`src/rtl/cpu4_pkg.sv`:
```
// cpu4_pkg: shared definitions for the 4-bit CPU sequencer.
//   - opcode constants (OP_NOP .. OP_HLT)
//   - flag bit indices into the flag register (FLG_C/Z/S/P)
//   - sequencer state encoding (enum typedef plus plain constants)
//   - small opcode classification helper
package cpu4_pkg;

  localparam logic [3:0] OP_NOP = 4'h0;
  localparam logic [3:0] OP_ADD = 4'h1;
  localparam logic [3:0] OP_SUB = 4'h2;
  localparam logic [3:0] OP_AND = 4'h3;
  localparam logic [3:0] OP_OR  = 4'h4;
  localparam logic [3:0] OP_XOR = 4'h5;
  localparam logic [3:0] OP_LDI = 4'h6;
  localparam logic [3:0] OP_JMP = 4'h7;
  localparam logic [3:0] OP_JZ  = 4'h8;
  localparam logic [3:0] OP_JC  = 4'h9;
  localparam logic [3:0] OP_JS  = 4'hA;
  localparam logic [3:0] OP_JP  = 4'hB;
  localparam logic [3:0] OP_HLT = 4'hF;

  localparam int FLG_C = 0;
  localparam int FLG_Z = 1;
  localparam int FLG_S = 2;
  localparam int FLG_P = 3;

  typedef enum logic [1:0] {
    S_IDLE  = 2'd0,
    S_FETCH = 2'd1,
    S_EXEC  = 2'd2,
    S_HALT  = 2'd3
  } state_e;

  // Plain constants with the same encoding as state_e, used by the FSM.
  localparam logic [1:0] ST_IDLE  = 2'd0;
  localparam logic [1:0] ST_FETCH = 2'd1;
  localparam logic [1:0] ST_EXEC  = 2'd2;
  localparam logic [1:0] ST_HALT  = 2'd3;

  // True for the opcodes that go through the ALU and update the flags.
  function automatic logic is_alu_op(input logic [3:0] op);
    return (op >= OP_ADD) && (op <= OP_XOR);
  endfunction

endpackage

```
`src/rtl/cpu4_sequencer_if.sv`:
```
// cpu4_sequencer_if: bus between the sequencer and its neighbours.
//   imem_req/imem_addr  : fetch request and address (sequencer -> memory)
//   imem_valid/imem_data: fetch response (memory -> sequencer)
//   alu_opcode/a/b      : operation and operands (sequencer -> ALU/flags)
//   alu_result          : combinational ALU result (ALU -> sequencer)
//   flags               : flag register contents (flags -> sequencer)
//   flag_we             : flag register capture strobe (sequencer -> flags)
// master = sequencer side, slave = memory/ALU/flag-register side.
interface cpu4_sequencer_if #(
  parameter int PC_W = 4
);
  logic            imem_req;
  logic [PC_W-1:0] imem_addr;
  logic            imem_valid;
  logic [7:0]      imem_data;
  logic [3:0]      alu_opcode;
  logic [3:0]      alu_a;
  logic [3:0]      alu_b;
  logic [3:0]      alu_result;
  logic [3:0]      flags;
  logic            flag_we;

  modport master (
    output imem_req, imem_addr, alu_opcode, alu_a, alu_b, flag_we,
    input  imem_valid, imem_data, alu_result, flags
  );

  modport slave (
    input  imem_req, imem_addr, alu_opcode, alu_a, alu_b, flag_we,
    output imem_valid, imem_data, alu_result, flags
  );
endinterface

```
`src/rtl/cpu4_branch_unit.sv`:
```
// cpu4_branch_unit: combinational branch decision.
//   opcode_i : opcode of the instruction in EXEC
//   flags_i  : flag register ([0] C, [1] Z, [2] S, [3] P)
//   taken_o  : 1 when the instruction is a branch whose condition holds
module cpu4_branch_unit
  import cpu4_pkg::*;
(
  input  logic [3:0] opcode_i,
  input  logic [3:0] flags_i,
  output logic       taken_o
);

  // Select the condition flag for the branch opcode; non-branches never take.
  always_comb begin
    taken_o = 1'b0;
    case (opcode_i)
      OP_JMP:  taken_o = 1'b1;
      OP_JZ:   taken_o = flags_i[FLG_Z];
      OP_JC:   taken_o = flags_i[FLG_C];
      OP_JS:   taken_o = flags_i[FLG_S];
      OP_JP:   taken_o = flags_i[FLG_P];
      default: taken_o = 1'b0;
    endcase
  end

endmodule

```
`src/rtl/cpu4_sequencer.sv`:
```
// cpu4_sequencer: fetch/execute controller for the 4-bit CPU.
//   Clk, Rst : clock and synchronous active-high reset
//   Start    : leave IDLE and start fetching at pc=0
//   bus      : memory fetch handshake and ALU/flag-register signals
//   acc      : accumulator
//   pc       : program counter (also the fetch address)
//   halted   : sticky, set by HLT
//   illegal  : sticky, set by an undefined opcode (0xC-0xE)
// Sequence: IDLE -> FETCH (req held until valid) -> EXEC -> FETCH ... / HALT.
// ALU controls and flag_we are registered on the FETCH->EXEC edge so they
// are valid for the whole EXEC cycle and drop back to zero on leaving it.
module cpu4_sequencer
  import cpu4_pkg::*;
#(
  parameter int PC_W = 4
) (
  input  logic             Clk,
  input  logic             Rst,
  input  logic             Start,
  cpu4_sequencer_if.master bus,
  output logic [3:0]       acc,
  output logic [PC_W-1:0]  pc,
  output logic             halted,
  output logic             illegal
);

  logic [1:0]      state_q,      state_d;
  logic [PC_W-1:0] pc_q,         pc_d;
  logic [3:0]      acc_q,        acc_d;
  logic [7:0]      ir_q,         ir_d;
  logic            imem_req_q,   imem_req_d;
  logic [3:0]      alu_opcode_q, alu_opcode_d;
  logic [3:0]      alu_b_q,      alu_b_d;
  logic            flag_we_q,    flag_we_d;
  logic            halted_q,     halted_d;
  logic            illegal_q,    illegal_d;

  logic [3:0]      fetch_op_s;
  logic [3:0]      ir_op_s;
  logic [3:0]      ir_imm_s;
  logic [PC_W-1:0] pc_inc_s;
  logic [PC_W-1:0] target_s;
  logic            taken_s;

  assign fetch_op_s = bus.imem_data[7:4];
  assign ir_op_s    = ir_q[7:4];
  assign ir_imm_s   = ir_q[3:0];
  assign pc_inc_s   = pc_q + PC_W'(1'b1);
  assign target_s   = PC_W'(ir_imm_s);

  cpu4_branch_unit u_branch (
    .opcode_i (ir_op_s),
    .flags_i  (bus.flags),
    .taken_o  (taken_s)
  );

  // Next-state logic for the FSM, PC, IR, accumulator and ALU controls.
  always_comb begin
    state_d      = state_q;
    pc_d         = pc_q;
    acc_d        = acc_q;
    ir_d         = ir_q;
    imem_req_d   = imem_req_q;
    alu_opcode_d = alu_opcode_q;
    alu_b_d      = alu_b_q;
    flag_we_d    = flag_we_q;
    halted_d     = halted_q;
    illegal_d    = illegal_q;

    case (state_q)
      ST_IDLE: begin
        if (Start) begin
          state_d    = ST_FETCH;
          imem_req_d = 1'b1;
        end else begin
          state_d    = ST_IDLE;
        end
      end

      ST_FETCH: begin
        // A response only counts while our request is actually up.
        if (imem_req_q && bus.imem_valid) begin
          state_d    = ST_EXEC;
          ir_d       = bus.imem_data;
          imem_req_d = 1'b0;
          if (is_alu_op(fetch_op_s)) begin
            alu_opcode_d = fetch_op_s;
            alu_b_d      = bus.imem_data[3:0];
            flag_we_d    = 1'b1;
          end else begin
            alu_opcode_d = OP_NOP;
            alu_b_d      = 4'h0;
            flag_we_d    = 1'b0;
          end
        end else begin
          state_d = ST_FETCH;
        end
      end

      ST_EXEC: begin
        alu_opcode_d = OP_NOP;
        alu_b_d      = 4'h0;
        flag_we_d    = 1'b0;
        state_d      = ST_FETCH;
        imem_req_d   = 1'b1;
        pc_d         = pc_inc_s;
        case (ir_op_s)
          OP_ADD, OP_SUB, OP_AND, OP_OR, OP_XOR: acc_d = bus.alu_result;
          OP_LDI: acc_d = ir_imm_s;
          OP_JMP, OP_JZ, OP_JC, OP_JS, OP_JP: begin
            if (taken_s) begin
              pc_d = target_s;
            end else begin
              pc_d = pc_inc_s;
            end
          end
          OP_HLT: begin
            state_d    = ST_HALT;
            imem_req_d = 1'b0;
            pc_d       = pc_q;
            halted_d   = 1'b1;
          end
          OP_NOP:  acc_d = acc_q;
          // 0xC-0xE: behave as NOP but record the event.
          default: illegal_d = 1'b1;
        endcase
      end

      ST_HALT: begin
        state_d    = ST_HALT;
        imem_req_d = 1'b0;
      end

      default: begin
        state_d    = ST_IDLE;
        imem_req_d = 1'b0;
      end
    endcase
  end

  // State registers; Rst overrides every other input.
  always_ff @(posedge Clk) begin
    if (Rst) begin
      state_q      <= ST_IDLE;
      pc_q         <= '0;
      acc_q        <= 4'h0;
      ir_q         <= 8'h00;
      imem_req_q   <= 1'b0;
      alu_opcode_q <= 4'h0;
      alu_b_q      <= 4'h0;
      flag_we_q    <= 1'b0;
      halted_q     <= 1'b0;
      illegal_q    <= 1'b0;
    end else begin
      state_q      <= state_d;
      pc_q         <= pc_d;
      acc_q        <= acc_d;
      ir_q         <= ir_d;
      imem_req_q   <= imem_req_d;
      alu_opcode_q <= alu_opcode_d;
      alu_b_q      <= alu_b_d;
      flag_we_q    <= flag_we_d;
      halted_q     <= halted_d;
      illegal_q    <= illegal_d;
    end
  end

  assign bus.imem_req   = imem_req_q;
  assign bus.imem_addr  = pc_q;
  assign bus.alu_opcode = alu_opcode_q;
  assign bus.alu_a      = acc_q;
  assign bus.alu_b      = alu_b_q;
  assign bus.flag_we    = flag_we_q;
  assign acc            = acc_q;
  assign pc             = pc_q;
  assign halted         = halted_q;
  assign illegal        = illegal_q;

endmodule

```
`src/flat_wrapper.sv`:
```
// flat-port wrapper written by rule: the top's interface ports become plain ports
module cpu4_sequencer_flat import cpu4_pkg::*;
#(
  parameter int PC_W = 4
)
  (Clk, Rst, Start, acc, pc, halted, illegal, bus_imem_req, bus_imem_addr, bus_alu_opcode, bus_alu_a, bus_alu_b, bus_flag_we, bus_imem_valid, bus_imem_data, bus_alu_result, bus_flags);
  cpu4_sequencer_if #(.PC_W(PC_W)) bus_i ();
  input  logic Clk;
  input  logic Rst;
  input  logic Start;
  output logic [3:0] acc;
  output logic [PC_W-1:0] pc;
  output logic halted;
  output logic illegal;
  output wire logic [$bits(bus_i.imem_req)-1:0] bus_imem_req;
  output wire logic [$bits(bus_i.imem_addr)-1:0] bus_imem_addr;
  output wire logic [$bits(bus_i.alu_opcode)-1:0] bus_alu_opcode;
  output wire logic [$bits(bus_i.alu_a)-1:0] bus_alu_a;
  output wire logic [$bits(bus_i.alu_b)-1:0] bus_alu_b;
  output wire logic [$bits(bus_i.flag_we)-1:0] bus_flag_we;
  input wire logic [$bits(bus_i.imem_valid)-1:0] bus_imem_valid;
  input wire logic [$bits(bus_i.imem_data)-1:0] bus_imem_data;
  input wire logic [$bits(bus_i.alu_result)-1:0] bus_alu_result;
  input wire logic [$bits(bus_i.flags)-1:0] bus_flags;
  assign bus_imem_req = bus_i.imem_req;
  assign bus_imem_addr = bus_i.imem_addr;
  assign bus_alu_opcode = bus_i.alu_opcode;
  assign bus_alu_a = bus_i.alu_a;
  assign bus_alu_b = bus_i.alu_b;
  assign bus_flag_we = bus_i.flag_we;
  assign bus_i.imem_valid = bus_imem_valid;
  assign bus_i.imem_data = bus_imem_data;
  assign bus_i.alu_result = bus_alu_result;
  assign bus_i.flags = bus_flags;
  cpu4_sequencer #(.PC_W(PC_W)) u_core (.Clk(Clk), .Rst(Rst), .Start(Start), .bus(bus_i), .acc(acc), .pc(pc), .halted(halted), .illegal(illegal));
endmodule
```
`config.mk`:
```
export PLATFORM = sky130hd
export DESIGN_NAME = cpu4_sequencer_flat
export DESIGN_NICKNAME = d
export VERILOG_FILES = /design/src/rtl/cpu4_pkg.sv /design/src/rtl/cpu4_sequencer_if.sv /design/src/rtl/cpu4_branch_unit.sv /design/src/rtl/cpu4_sequencer.sv /design/src/flat_wrapper.sv
export SDC_FILE = /design/constraint.sdc
export NUM_CORES = 1
export LEC_CHECK = 0
export ABC_AREA = 1
export ABC_CLOCK_PERIOD_IN_PS = 2400
export CAP_MARGIN = 20
export CORE_MARGIN = 2
export CORE_UTILIZATION = 48
export CTS_CLUSTER_DIAMETER = 50
export DETAILED_ROUTE_END_ITERATION = 8
export PLACE_DENSITY = 0.92
export REMOVE_ABC_BUFFERS = 1
export SETUP_SLACK_MARGIN = 0.4
export SYNTH_ARGS = -nofsm -noshare
export SYNTH_HDL_FRONTEND = slang
export SYNTH_SLANG_ARGS = --single-unit
```
`constraint.sdc`:
```
create_clock -name Clk -period 2.4 [get_ports Clk]
set_input_delay 0.48 -clock Clk [delete_from_list [all_inputs] [get_ports Clk]]
set_output_delay 0.48 -clock Clk [all_outputs]
set_load 0.02 [all_outputs]
```
; ---- Word level (Yosys, flattened, before mapping)
; Cells that the tools add are included.
[classes]
add_sub_neg = 1
order_cmp = 2
n_eq_ne = 17
mux = 21
n_bitwise = 2
n_reduce_logical = 16
[ops]
columns = cell, count
row1 = $pmux 4 s2, 4
row2 = $eq 4x4->1 const B, 5
row3 = $mux 4, 5
row4 = $eq 4x3->1 const B, 4
row5 = $reduce_and 2->1, 7
row6 = $reduce_or 13->1, 1
row7 = $reduce_or 5->1, 2
row8 = $eq 4x2->1 const B, 2
row9 = $pmux 2 s4, 1
row10 = $mux 1, 6
row11 = $pmux 1 s5, 1
row12 = $add 4x1->4 const B, 1
row13 = $eq 2x2->1 const B, 2
row14 = $eq 4x1->1 const B, 1
row15 = $ge 4x1->1 const B, 1
row16 = $le 4x3->1 const B, 1
row17 = $logic_not 4->1, 1
row18 = $mux 2, 2
row19 = $pmux 1 s4, 1
row20 = $reduce_bool 2->1, 2
row21 = $eq 2x1->1 const B, 1
row22 = $logic_and 1x1->1, 2
row23 = $logic_not 2->1, 1
row24 = $ne 2x1->1 const B, 1
row25 = 3 further kinds, 4
[word_totals]
regBits = 30
out_inout_bits = 28
elab_cells = 69

; ---- Logic depth before layout (Yosys ltp)
[depth]
depth_word = 5
depth_mapped = 10
ltp_nobuf = 10

; ---- Cells and area by module
; Synthesis repeated with hierarchy kept, for this count alone.
[unflattened]
hier_cells = 206
area_unflattened_um2 = 1458.9
[modules_own_cells]
columns = mod, instances, cells_each, area_per_inst_um2, seq_area_each_um2
row1 = cpu4_sequencer, 1, 190, 1390.1, 600.6
row2 = cpu4_branch_unit, 1, 16, 68.8, 0.0

; ---- Least setup slack after synthesis
; OpenSTA, ideal clock, no wires.
[synth_timing]
kind = reg2reg
start = register u_core.imem_req_q (netlist: u_core.bus.imem_req)
end = register u_core.alu_b_q[1] (netlist: u_core.bus.alu_b[1])
setup_time_ps = 69
arrival_ps = 1093
required_ps = 2331
path_slack_ps = 1238
stages_incl_launch_ff = 6
n_path_buf = 1
period_less_slack_ps = 1162
cell_sequence = dfxtp_1 -> nand4_1 -> inv_2 -> buf_4 -> nand3_1 -> o21ai_1
[synth_between]
elab_chain_cells = 3
[synth_rtl]
columns = item, line_no
row1 = start: declaration, cpu4_sequencer.sv:31  ; logic imem_req_q, imem_req_d;
row2 = start signal: assignment, cpu4_sequencer.sv:159  ; imem_req_q <= imem_req_d;
row3 = $logic_and 1x1->1, cpu4_sequencer.sv:82  ; if (imem_req_q && bus.imem_valid) begin
row4 = $ne 2x1->1 (no source line), n/a
row5 = $reduce_and 2->1 (no source line), n/a
row6 = end signal: assignment, cpu4_sequencer.sv:161  ; alu_b_q <= alu_b_d;
row7 = end: declaration, cpu4_sequencer.sv:33  ; logic [3:0] alu_b_q, alu_b_d;
; No other way between the ends.
; A chain may end at the register's enable or synchronous reset.

; ---- Final worst setup path
[layout_timing]
start = register u_core.pc_q[0] (netlist: u_core.bus.imem_addr[0])
end = output port bus_imem_addr[0]
[layout_rtl]
columns = item, line_no
row1 = start: declaration, cpu4_sequencer.sv:28  ; logic [PC_W-1:0] pc_q, pc_d;
row2 = start signal: assignment, cpu4_sequencer.sv:156  ; pc_q <= pc_d;
row3 = end: declaration, flat_wrapper.sv:16  ; output wire logic [$bits(bus_i.imem_addr)-1:0] bus_imem_addr;
; No word-level cell between the ends.

==> results.tsv <==
stage	metric	value	unit
timing	Final setup viols	0	
clock_tree	clk buf depth	2	
synth	largest family of logic cells by synthesized area	simple AND/OR/NAND/NOR gates	
die	# rows	19	
critical_path	cell family with most CP delay	buffers and inverters	
power	Max VDD drop	435	uV
clock_tree	CTS sink cnt	30	
synth	flops & latches, synth	30	
die	Core Box Area	2760	um^2
critical_path	CP bufs+invs	1	
timing	RSZ-0062 raised after global routing	false	
final_layout	Finished Layout Cells	266	
placement	Inst Count DP	258	
power	sequential share of power	52.7	%
critical_path	CP max stage cell	clkdlybuf4s50_1	
timing	worst hold slack	0.450	ns
placement	detailed placement HPWL	2.53	mm
final_layout	fillcell total	230	
critical_path	CP Cell Sequence	clkdlybuf4s50_1	
worst_hold_path	Hold WC Path Type	flop to flop	
timing	fmax	0.529	GHz
clock_tree	later-pin clock latency in the skew report	0.32	ns
clock_tree	Clk pin slew, worst setup/hold paths	0.10	ns
global_routing	first-pass GRT wire length	5.42	mm
synth	synthesized area per cell	7.43	um^2
timing	relative slew slack	79.2	%
power	PwrDens	524	nW/um^2
timing	Final Hold Fails	0	
clock_tree	# Post-CTS Setup Buffers	0	
critical_path	CP peak stage delay	0.65	ns
die	# IOs	48	
final_layout	share of cells above drive strength 1	12.3	%
critical_path	Worst EP required	1.92	ns
power	total power	1.00	mW
power	P_sw	273	uW
clock_tree	CTS root buf	clkbuf_4	
synth	cell taking the most area after synthesis	dfxtp_1	
die	Die Span Y	58.1	um
synth	Simple-Gate Fraction of Synth Area	29.2	%
synth	Yosys warnings	0	
final_layout	layout overhead on the synthesized area	36.2	%
routing	DR vias/cell	5.30	
routing	routed vias	1409	
power	internal power component	730	uW
synth	Mapped Cells	189	
final_layout	footprint of the multi-input gates	642	um^2
die	chip width	58.1	um
final_layout	register area	601	um^2
clock_tree	CTS tree	yes	
critical_path	CP endpoint kind	output pin	
global_routing	grt total ovfl	0	
synth	post-synthesis sequential area ratio	42.7	%
global_routing	largest net degree at the start of global routing	14	
synth	xor/xnor share of the synthesized area	1.25	%
synth	EDFF count, synth	0	
power	Clock Power Share	31.3	%
power	P_leak	0.750	nW
flow_run	Max-Cap Viols	0	
clock_tree	CTS buffer count	5	
routing	DRT iter0 DRCs	29	
timing	post-layout min period	1.89	ns
critical_path	Crit Path Category	flop to output pin	
power	Sw Share	27.2	%
synth	synthesized cell area	1410	um^2
clock_tree	H-tree depth	2	
synth	Adder-Cell Fraction of Synth Area	0.890	%
synth	ys flop type	dfxtp_1	
synth	share of the synthesized area in the top cell type	42.7	%
placement	RD Place Congestion	0.823	
final_layout	Diodes inserted	0	
global_routing	vias in the first global route	1284	
synth	mux cell area share after synthesis	0	%
final_layout	Layout Nets	255	
routing	WL/cell	12.5	um
clock_tree	PostCTS Resize Cnt	0	
timing	Worst Clk Skew	0.0104	ns
routing	DRT Pass-1 Iters	4	
die	Initial Util	51.0	%
critical_path	crit-path max FO	6	
routing	Residual DRC	0	
timing	fin. max-slew vios	0	
critical_path	Reg2Reg Setup Slack	1.05	ns
synth	post-synth cell types	31	
critical_path	arrival time worst endpoint	1.41	ns
routing	DRT Wirelength	3.34	mm
placement	# port buffers	47	
critical_path	Setup crit start kind	flop	
global_routing	initial antenna violation count	0	
outcome	status	complete, no violations	
global_routing	Total GRT Usage	20.9	%
synth	async set-reset flop share out of synthesis	0	%
clock_tree	number of hold buffers added after CTS	0	
routing	Final ANT Viol Nets	0	
die	die area	3380	um^2
timing	Post-Route Setup TNS	0	ns
power	Gate power share	16.0	%
synth	Compound-Gate Fraction of Synth Area	14.3	%
timing	Tcrit/Tclk final	78.8	%
synth	top cells by area, synth	dfxtp_1 (43%), nand2_1 (8.5%), nand3_1 (7.1%), o21ai_0 (5.3%), buf_4 (4.8%)	
timing	slew at the pin with the worst max-slew slack	0.310	ns
-- layout make-up --
class	instances	area share (%)
clock inverter	1	0.262
tap	31	2.03
timing repair buffer	49	25.4
inverter	23	4.51
multi-input combinational	125	33.6
sequential	30	31.4
clock buffer	7	2.88
-- registers in the layout, summed over array words and instances, names as in the netlist --
signal                 count
u_core.bus.flag_we         1
u_core.bus.alu_b           4
u_core.ir_q                8
u_core.halted              1
u_core.bus.imem_addr       4
u_core.bus.alu_opcode      4
u_core.bus.imem_req        1
u_core.illegal             1
u_core.acc                 4
u_core.state_q             2
-- per-stage QoR --
step / setup WS (ns) / cell area [um^2] / utilization, %
after floorplan: 1.14 / 1330 / -
after global placement: 0.687 / 1850 / 67.2
after detailed placement: 0.630 / 1850 / 67.2
after CTS: 0.513 / 1910 / 69.4
after global routing: 0.462 / 1910 / 69.4
final: 0.509 / 1910 / 69.4
-- layer usage --
layer	routed length (um)	track usage, %
met2	1560	33.9
met3	215	5.13
met4	76	9.63
met5	0	0
met1	1490	26.1
-- kinds of logic after synthesis --
family / Yosys count
AO/OA/AOI/OAI: 38
AND/OR/NAND/NOR: 84
XOR/XNOR: 2
flip-flops: 30
buffers and inverters: 34
adder cells (fa/ha/maj): 1
-- cell usage after synthesis (2+ instances only) --
library cell and number:
nor3_1 2, buf_4 9, inv_1 17, nand3_1 20, inv_2 6, a21oi_1 12
dfxtp_1 30, nor2_2 3, nand2_1 32, nand3_2 2, o21ai_1 7, o21ai_0 15
nand2_2 3, nor2_1 14
-- power by group through the flow --
stage	combinational (mW)	sequential (mW)	clock, mW
3_5_place_dp	0.160	0.539	0
6_report	0.161	0.528	0.313
4_1_cts	0.161	0.528	0.316
2_1_floorplan	0.0685	0.551	0
5_1_grt	0.177	0.530	0.337
3_3_place_gp	0.157	0.538	0
-- placed cells by master (no fill, tap or decap), drive strengths merged --
master	instances
nor2	18
xnor2	1
xor2	1
ha	1
nand2	36
o21ai	23
clkdlybuf4s50	47
nand3	22
buf	2
inv	23
clkbuf	7
a21oi	13
o21a	1
nand4	1
nor4	2
o22ai	1
dfxtp	30
clkinv	1
or2	1
nor3	3
or3	1
-- final timing paths --
path	start	end	cells after the start
max	u_core.bus.imem_addr[0]	bus_imem_addr[0]	1
min	u_core.bus.alu_opcode[3]	u_core.bus.alu_opcode[3]	2
max reg2reg	u_core.ir_q[5]	u_core.acc[2]	6
min reg2reg	u_core.bus.alu_opcode[3]	u_core.bus.alu_opcode[3]	2
(Power assumes the default switching activity.)
